===== config.mk =====
export PLATFORM = sky130hd
export DESIGN_NAME = mem_port_arbiter
export DESIGN_NICKNAME = d
export VERILOG_FILES = /design/src/rtl/mem_port_arbiter_pkg.sv /design/src/rtl/mem_port_arbiter_pick.sv /design/src/rtl/mem_port_arbiter.sv
export SDC_FILE = /design/constraint.sdc
export NUM_CORES = 1
export LEC_CHECK = 0
export CORE_AREA = 2 2 135 137
export DETAILED_ROUTE_END_ITERATION = 12
export DIE_AREA = 0 0 137 139
export PLACE_DENSITY = 0.68
export SLEW_MARGIN = 15
export SYNTH_ARGS = -nofsm -noshare
export SYNTH_HDL_FRONTEND = slang
export SYNTH_SLANG_ARGS = --single-unit

===== constraint.sdc =====
create_clock -name clk -period 1.73 [get_ports clk]
set_input_delay 0.346 -clock clk [delete_from_list [all_inputs] [get_ports clk]]
set_output_delay 0.346 -clock clk [all_outputs]
set_load 0.03 [all_outputs]

===== src/rtl/mem_port_arbiter_pkg.sv =====
// Shared types and helpers for the memory port arbiter.
//
// Contents:
//   arb_state_e   - arbiter FSM state (IDLE -> ACCESS -> RESP -> IDLE)
//   arb_own_e     - which requester owns the current transaction
//   addr_oob()    - true when a word address is outside the memory
//
// Optional feature macro used by the files importing this package:
//   ARB_ROUND_ROBIN_EN - alternate grants when both ports request together
package mem_port_arbiter_pkg;

  typedef enum logic [1:0] {
    ARB_IDLE   = 2'd0,
    ARB_ACCESS = 2'd1,
    ARB_RESP   = 2'd2
  } arb_state_e;

  typedef enum logic {
    ARB_OWN_I = 1'b0,
    ARB_OWN_D = 1'b1
  } arb_own_e;

  function automatic logic addr_oob(input logic [31:0] addr, input logic [31:0] size);
    return (addr >= size);
  endfunction

endpackage


===== src/rtl/mem_port_arbiter_pick.sv =====
// Combinational owner picker for the memory port arbiter.
//
// Ports:
//   i_req_i   - instruction fetch port is requesting
//   d_req_i   - data port is requesting
//   rr_ptr_i  - round-robin preference (0 = instr next, 1 = data next)
//   grant_o   - at least one port is requesting
//   owner_o   - port that wins this cycle
//
// Macro ARB_ROUND_ROBIN_EN: when defined, rr_ptr_i breaks ties; otherwise
// the data port always wins a tie and rr_ptr_i is ignored.
module arb_priority_pick
  import mem_port_arbiter_pkg::*;
(
  input  logic     i_req_i,
  input  logic     d_req_i,
  input  logic     rr_ptr_i,
  output logic     grant_o,
  output arb_own_e owner_o
);

  assign grant_o = i_req_i | d_req_i;

`ifdef ARB_ROUND_ROBIN_EN
  always_comb begin
    owner_o = ARB_OWN_I;
    if (i_req_i && d_req_i) begin
      owner_o = rr_ptr_i ? ARB_OWN_D : ARB_OWN_I;
    end else if (d_req_i) begin
      owner_o = ARB_OWN_D;
    end
  end
`else
  logic unused_rr_ptr;
  assign unused_rr_ptr = rr_ptr_i;

  always_comb begin
    owner_o = d_req_i ? ARB_OWN_D : ARB_OWN_I;
  end
`endif

endmodule


===== src/rtl/mem_port_arbiter.sv =====
// Shares one single-port synchronous memory (1-cycle read latency) between
// the instruction-fetch port and the data (load/store) port.
//
// Ports:
//   clk, reset                - clock (rising edge), async active-low reset
//   i_req/i_addr              - fetch request, held until i_ack
//   i_ack/i_rdata             - one-cycle ack, fetched word (held until next i_ack)
//   d_req/d_we/d_addr/d_wdata - data request, held until d_ack
//   d_ack/d_rdata             - one-cycle ack, load word (held until next d_ack)
//   addr_err                  - pulses with the ack when the address is >= MEM_SIZE
//   mem_addr/mem_read_en/mem_write_en/mem_write_val/mem_read_val - memory side
//   dbg_state                 - current FSM state
//
// Handshake: a request is sampled only in IDLE; once granted, the fields are
// latched, later changes (including dropping req) are ignored, and the owner
// sees exactly one ack pulse two cycles after the grant edge.
//
// Macro ARB_ROUND_ROBIN_EN: when defined, simultaneous requests alternate
// via a 1-bit pointer that toggles on every grant; otherwise data wins.
module mem_port_arbiter
  import mem_port_arbiter_pkg::*;
#(
  parameter int MEM_WIDTH = 32,
  parameter int MEM_SIZE  = 256
) (
  input  logic                 clk,
  input  logic                 reset,
  input  logic                 i_req,
  input  logic [31:0]          i_addr,
  output logic                 i_ack,
  output logic [MEM_WIDTH-1:0] i_rdata,
  input  logic                 d_req,
  input  logic                 d_we,
  input  logic [31:0]          d_addr,
  input  logic [MEM_WIDTH-1:0] d_wdata,
  output logic                 d_ack,
  output logic [MEM_WIDTH-1:0] d_rdata,
  output logic                 addr_err,
  output logic [31:0]          mem_addr,
  output logic                 mem_read_en,
  output logic                 mem_write_en,
  output logic [MEM_WIDTH-1:0] mem_write_val,
  input  logic [MEM_WIDTH-1:0] mem_read_val,
  output arb_state_e           dbg_state
);

  arb_state_e           state_q;
  arb_own_e             owner_q;
  logic                 we_q;
  logic                 err_q;
  logic [31:0]          addr_q;
  logic [MEM_WIDTH-1:0] wdata_q;
  logic                 rd_en_q;
  logic                 wr_en_q;
  logic                 i_ack_q;
  logic                 d_ack_q;
  logic                 err_pulse_q;
  logic [MEM_WIDTH-1:0] i_rdata_q;
  logic [MEM_WIDTH-1:0] d_rdata_q;
  logic                 rr_ptr;

  logic                 grant;
  arb_own_e             pick_owner;
  logic                 pick_we;
  logic [31:0]          pick_addr;
  logic                 pick_err;
  logic [MEM_WIDTH-1:0] resp_val;
  logic                 i_resp;
  logic                 d_resp;

`ifdef ARB_ROUND_ROBIN_EN
  logic rr_q;
  assign rr_ptr = rr_q;
`else
  assign rr_ptr = 1'b0;
`endif

  arb_priority_pick u_pick (
    .i_req_i  (i_req),
    .d_req_i  (d_req),
    .rr_ptr_i (rr_ptr),
    .grant_o  (grant),
    .owner_o  (pick_owner)
  );

  assign pick_we   = (pick_owner == ARB_OWN_D) && d_we;
  assign pick_addr = (pick_owner == ARB_OWN_D) ? d_addr : i_addr;
  assign pick_err  = addr_oob(pick_addr, 32'(MEM_SIZE));

  always_ff @(posedge clk or negedge reset) begin
    if (!reset) begin
      state_q     <= ARB_IDLE;
      owner_q     <= ARB_OWN_I;
      we_q        <= 1'b0;
      err_q       <= 1'b0;
      addr_q      <= '0;
      wdata_q     <= '0;
      rd_en_q     <= 1'b0;
      wr_en_q     <= 1'b0;
      i_ack_q     <= 1'b0;
      d_ack_q     <= 1'b0;
      err_pulse_q <= 1'b0;
      i_rdata_q   <= '0;
      d_rdata_q   <= '0;
`ifdef ARB_ROUND_ROBIN_EN
      rr_q        <= 1'b0;
`endif
    end else begin
      rd_en_q     <= 1'b0;
      wr_en_q     <= 1'b0;
      i_ack_q     <= 1'b0;
      d_ack_q     <= 1'b0;
      err_pulse_q <= 1'b0;
      case (state_q)
        ARB_IDLE: begin
          if (grant) begin
            owner_q <= pick_owner;
            we_q    <= pick_we;
            err_q   <= pick_err;
            addr_q  <= pick_addr;
            wdata_q <= d_wdata;
            // Out-of-range accesses never touch the memory.
            rd_en_q <= !pick_we && !pick_err;
            wr_en_q <= pick_we && !pick_err;
            state_q <= ARB_ACCESS;
`ifdef ARB_ROUND_ROBIN_EN
            rr_q    <= ~rr_q;
`endif
          end
        end
        ARB_ACCESS: begin
          i_ack_q     <= (owner_q == ARB_OWN_I);
          d_ack_q     <= (owner_q == ARB_OWN_D);
          err_pulse_q <= err_q;
          state_q     <= ARB_RESP;
        end
        ARB_RESP: begin
          if (i_resp) i_rdata_q <= resp_val;
          if (d_resp) d_rdata_q <= resp_val;
          state_q <= ARB_IDLE;
        end
        default: state_q <= ARB_IDLE;
      endcase
    end
  end

  // The memory word only becomes valid in the RESP cycle, the same cycle the
  // ack is shown, so rdata passes it through then and holds the captured
  // copy from then on.
  assign resp_val = err_q ? '0 : mem_read_val;
  assign i_resp   = (state_q == ARB_RESP) && (owner_q == ARB_OWN_I);
  assign d_resp   = (state_q == ARB_RESP) && (owner_q == ARB_OWN_D) && !we_q;

  assign i_rdata       = i_resp ? resp_val : i_rdata_q;
  assign d_rdata       = d_resp ? resp_val : d_rdata_q;
  assign i_ack         = i_ack_q;
  assign d_ack         = d_ack_q;
  assign addr_err      = err_pulse_q;
  assign mem_addr      = addr_q;
  assign mem_read_en   = rd_en_q;
  assign mem_write_en  = wr_en_q;
  assign mem_write_val = wdata_q;
  assign dbg_state     = state_q;

endmodule


==> summary.md <==
Outcome
- complete, but fails checks — outcome
- negative setup slack — violated checks

Place
- 9680 um^2 — Placed Area
- -0.181 ns — pre-CTS worst setup slack
- 0.842 — weighted congestion at the end of routability-driven global placement
- 14200 um — estimated wirelength of the detail-placed design
- 267 — number of buffer cells added on primary ports

Logic synthesis
- 56.7% — post-synthesis sequential area ratio
- 138 — total of flip-flops plus latches after synthesis
- 6090 um^2 — area of the mapped netlist
- 0 — Synth warnings
- 10.7 um^2 — average cell area after synthesis
- 34 — unique cell type count in the Yosys netlist
- 702 — net count of the mapped netlist
- 569 — gate count of the mapped netlist

Floorplan
- 19000 um^2 — Die Footprint
- 139 um — Die Span Y
- 137 um — Die X-Extent
- 268 — ports placed on the boundary
- 34.5% — initial core utilization
- 49 — Core Rows
- 17700 um^2 — CORE AREA

GRT
- 0 — aggregate global routing overflow
- 35.5% — GR met2 Demand/Resource
- 5869 — number of global-route vias before repair
- 23.9% — met1 layer usage reported by global route
- 1 — number of antenna violations at the first check in global routing
- met2 — peak-usage layer in the global routing report
- 6.87% — met3 routing resource usage after global routing
- 30500 um — wire length of the first global-routing pass
- 50 — pin count of the biggest net entering global routing
- 20.5% — total global-route track usage

Routing
- 17.1 um — Routed wire per std cell
- 19100 um — total length of routed wires
- 5486 — vias post-DR
- 5 — detailed-routing iteration count for the pre-antenna-repair pass
- 4.90 — Vias per Instance
- 0 — Antenna Nets Post-Route
- 0 — remaining routing DRC violations
- 216 — DRT iter0 DRCs

Worst setup path
- 1.82 ns — Arrival @ worst endpoint
- flop — kind of start point of the critical path
- 8 — maximum fanout count along the critical path
- flop to primary output — critical setup path kind
- 1.38 ns — required time at the worst-slack endpoint
- primary output — endpoint class of the critical path

Cells and area
- 1011 — number of nets in the layout
- 78.1% — Area growth, synth to finish
- 36.0% — proportion of layout cells with a drive suffix above 1
- 1420 — Fillers
- 0 — antenna fix cells
- 10800 um^2 — fin area

STA
- 125% — ratio of final minimum period to clock period
- 0.426 ns — Tightest Pin Transition
- 0 — final count of pins violating max slew
- 0.461 GHz — maximum frequency from static timing analysis
- 71.3% — worst slew slack as a fraction of its limit
- 0 — final hold violation count
- 2.17 ns — crit path time final
- -0.441 ns — worst-case setup margin in the final layout
- 0.397 ns — Worst Hold Margin
- 0.0105 ns — maximum clock skew at final layout
- 64 — Finish-stage setup viols
- yes — setup repair after global routing missed its margin

Worst hold path
- primary input to asynchronous set/reset pin — worst hold path type

Clock network
- 2 — maximum clock insertion buffer count
- 17 — TritonCTS buffer count
- 4 — H-tree level count
- 138 — Clock Sinks
- 0.06 ns — Clock transition at path regs
- done — TritonCTS clock tree
- 0.41 ns — Clock Latency Late Sink
- sky130_fd_sc_hd__clkbuf_16 — CTS root buffer

Pwr
- 4.64 nW — Static Leak
- 0.914 mV — maximum ir drop on the vdd rail
- 1800 nW/um^2 — power density relative to cell area
- 0.0196 W — total power consumption of the routed design

Run
- 0 — reported max-cap violation count

==> where the power goes <==
part | switching [W] | leakage, nW | internal, W
logic | 0.00630 | 2.66 | 0.00437
registers | 0.000794 | 1.71 | 0.00465
clock network | 0.00140 | 0.272 | 0.00206
total | 0.00849 | 4.64 | 0.0111
==> stage by stage <==
step,instances,TNS [ns],util (%)
after floorplan,569,-5.44,-
after global placement,1077,-2.15,54.8
after detailed placement,1077,-2.71,54.8
after CTS,1120,-27.70,60.9
after global routing,1120,-29.16,61.4
final,1120,-24.30,61.4
==> cells in the final DEF (no fill, tap or decap), types with 2 or more instances in the layout <==
cell type / netlist / routed
sky130_fd_sc_hd__dfrtp_1: 138 / 136
sky130_fd_sc_hd__nor3_1: 2 / 2
sky130_fd_sc_hd__inv_1: 2 / 2
sky130_fd_sc_hd__o21ai_4: 0 / 45
sky130_fd_sc_hd__nor2_1: 36 / 36
sky130_fd_sc_hd__and2_1: 2 / 2
sky130_fd_sc_hd__mux2i_1: 32 / 32
sky130_fd_sc_hd__buf_6: 5 / 57
sky130_fd_sc_hd__nand3_1: 4 / 4
sky130_fd_sc_hd__dfrtp_2: 0 / 2
sky130_fd_sc_hd__nor4_1: 11 / 11
sky130_fd_sc_hd__clkbuf_8: 0 / 2
sky130_fd_sc_hd__clkinv_2: 0 / 3
sky130_fd_sc_hd__buf_4: 3 / 48
sky130_fd_sc_hd__nand2b_1: 32 / 32
sky130_fd_sc_hd__nand2_2: 0 / 26
sky130_fd_sc_hd__o21ai_0: 96 / 49
sky130_fd_sc_hd__mux2_2: 32 / 32
sky130_fd_sc_hd__inv_6: 0 / 2
sky130_fd_sc_hd__a21oi_1: 32 / 32
sky130_fd_sc_hd__clkdlybuf4s50_1: 0 / 130
sky130_fd_sc_hd__o21ai_2: 16 / 18
sky130_fd_sc_hd__nand2_4: 6 / 35
sky130_fd_sc_hd__o21ai_1: 17 / 17
sky130_fd_sc_hd__clkbuf_16: 0 / 17
sky130_fd_sc_hd__buf_12: 1 / 18
sky130_fd_sc_hd__clkinv_4: 0 / 3
sky130_fd_sc_hd__dlygate4sd2_1: 0 / 69
sky130_fd_sc_hd__buf_8: 2 / 2
sky130_fd_sc_hd__clkinvlp_4: 0 / 4
sky130_fd_sc_hd__or3b_4: 0 / 2
sky130_fd_sc_hd__nand2_1: 61 / 6
==> logic make-up after synthesis <==
kind of cell	Yosys count	share of synthesized area, %
AOI/OAI and AO/OA	167	15.0
and+or+nand+nor	159	12.8
DFF	138	56.7
buffers and inverters	41	4.30
muxes	64	11.2
==> final timing paths <==
path                               from                end  slack (ns)  cells past startpoint
max                             owner_q        i_rdata[15]       -0.44                      4
min in group clk           d_rdata_q[3]       d_rdata_q[3]        0.48                      2
max reg2reg                dbg_state[0]  mem_write_val[19]        0.11                      5
min reg2reg                d_rdata_q[3]       d_rdata_q[3]        0.48                      2
min                               reset      d_rdata_q[21]        0.40                      2
max in group asynchronous         reset        mem_addr[8]        0.70                      3
==> what timing repair did <==
item | CTS | global route
endpoints found under the hold margin | 34 | 0
hold buffers | 1 | 0
endpoints found under the setup margin | 135 | 65
pin swaps | 8 | 7
gates resized for setup | 206 | 36
cloned | 3 | 0
setup buffers | 7 | 2
==> area by class of cell <==
| cell class | count | area (um^2) | share of cell area, % |
|---|---|---|---|
| flip-flops and latches | 138 | 3460 | 31.9 |
| repair buffers | 328 | 3330 | 30.7 |
| multi-input cells | 391 | 3190 | 29.4 |
| clock buffers | 19 | 453 | 4.18 |
| well taps | 229 | 287 | 2.64 |
| clock inverters | 13 | 119 | 1.10 |
| inverters | 2 | 7.51 | 0.0692 |
==> state kept, by name, indices dropped and copies added, names as in the netlist <==
register and count:
d_ack 1, i_rdata_q 32, we_q 1, owner_q 1, err_q 1, mem_write_en 1, i_ack 1, dbg_state 2
mem_addr 32, addr_err 1, mem_read_en 1, mem_write_val 32, d_rdata_q 32
==> metal layers <==
| metal | routed length (um) | vias to the layer above |
|---|---|---|
| li1 | - | 2602 |
| met1 | 7470 | 2642 |
| met2 | 9820 | 216 |
| met3 | 1480 | 24 |
| met4 | 324 | 2 |
| met5 | 11 | - |
==> cells in the mapped netlist <==
cell                         n  area (um^2)
sky130_fd_sc_hd__nor3_1      2         10.0
sky130_fd_sc_hd__o21ai_1    17         85.1
sky130_fd_sc_hd__buf_8       2         30.0
sky130_fd_sc_hd__o211a_1     1         10.0
sky130_fd_sc_hd__nand2_4     6         67.6
sky130_fd_sc_hd__o22ai_1     1         6.26
sky130_fd_sc_hd__and2_1      2         12.5
sky130_fd_sc_hd__buf_12      1         20.0
sky130_fd_sc_hd__clkbuf_1   12         45.0
sky130_fd_sc_hd__a22o_1      1         8.76
sky130_fd_sc_hd__nand3_1     4         20.0
sky130_fd_sc_hd__nor4_1     11         68.8
sky130_fd_sc_hd__o21ai_0    96          480
sky130_fd_sc_hd__mux2_2     32          360
sky130_fd_sc_hd__nor2_1     36          135
sky130_fd_sc_hd__and2b_1     1         7.51
sky130_fd_sc_hd__a21oi_1    32          160
sky130_fd_sc_hd__a211oi_1    1         7.51
sky130_fd_sc_hd__a31oi_1     1         6.26
sky130_fd_sc_hd__clkbuf_2    2         10.0
sky130_fd_sc_hd__mux2i_1    32          320
sky130_fd_sc_hd__o21ai_2    16          140
sky130_fd_sc_hd__nand4b_1    1         8.76
sky130_fd_sc_hd__buf_6       5         56.3
sky130_fd_sc_hd__nand2b_1   32          200
sky130_fd_sc_hd__or3b_1      1         8.76
sky130_fd_sc_hd__inv_1       2         7.51
sky130_fd_sc_hd__buf_2      14         70.1
sky130_fd_sc_hd__dfrtp_1   138         3450
sky130_fd_sc_hd__o21a_1      1         7.51
sky130_fd_sc_hd__nand4_1     1         6.26
sky130_fd_sc_hd__buf_4       3         22.5
sky130_fd_sc_hd__nor2b_1     1         6.26
sky130_fd_sc_hd__nand2_1    61          229
==> worst max-delay path: stages (launching register included) <==
cell	delay (ns)
sky130_fd_sc_hd__dfrtp_1	0.43
sky130_fd_sc_hd__or3b_4	0.50
sky130_fd_sc_hd__buf_8	0.18
sky130_fd_sc_hd__o21ai_4	0.15
sky130_fd_sc_hd__buf_6	0.15
Note: power is estimated with default switching activity, not from simulation.
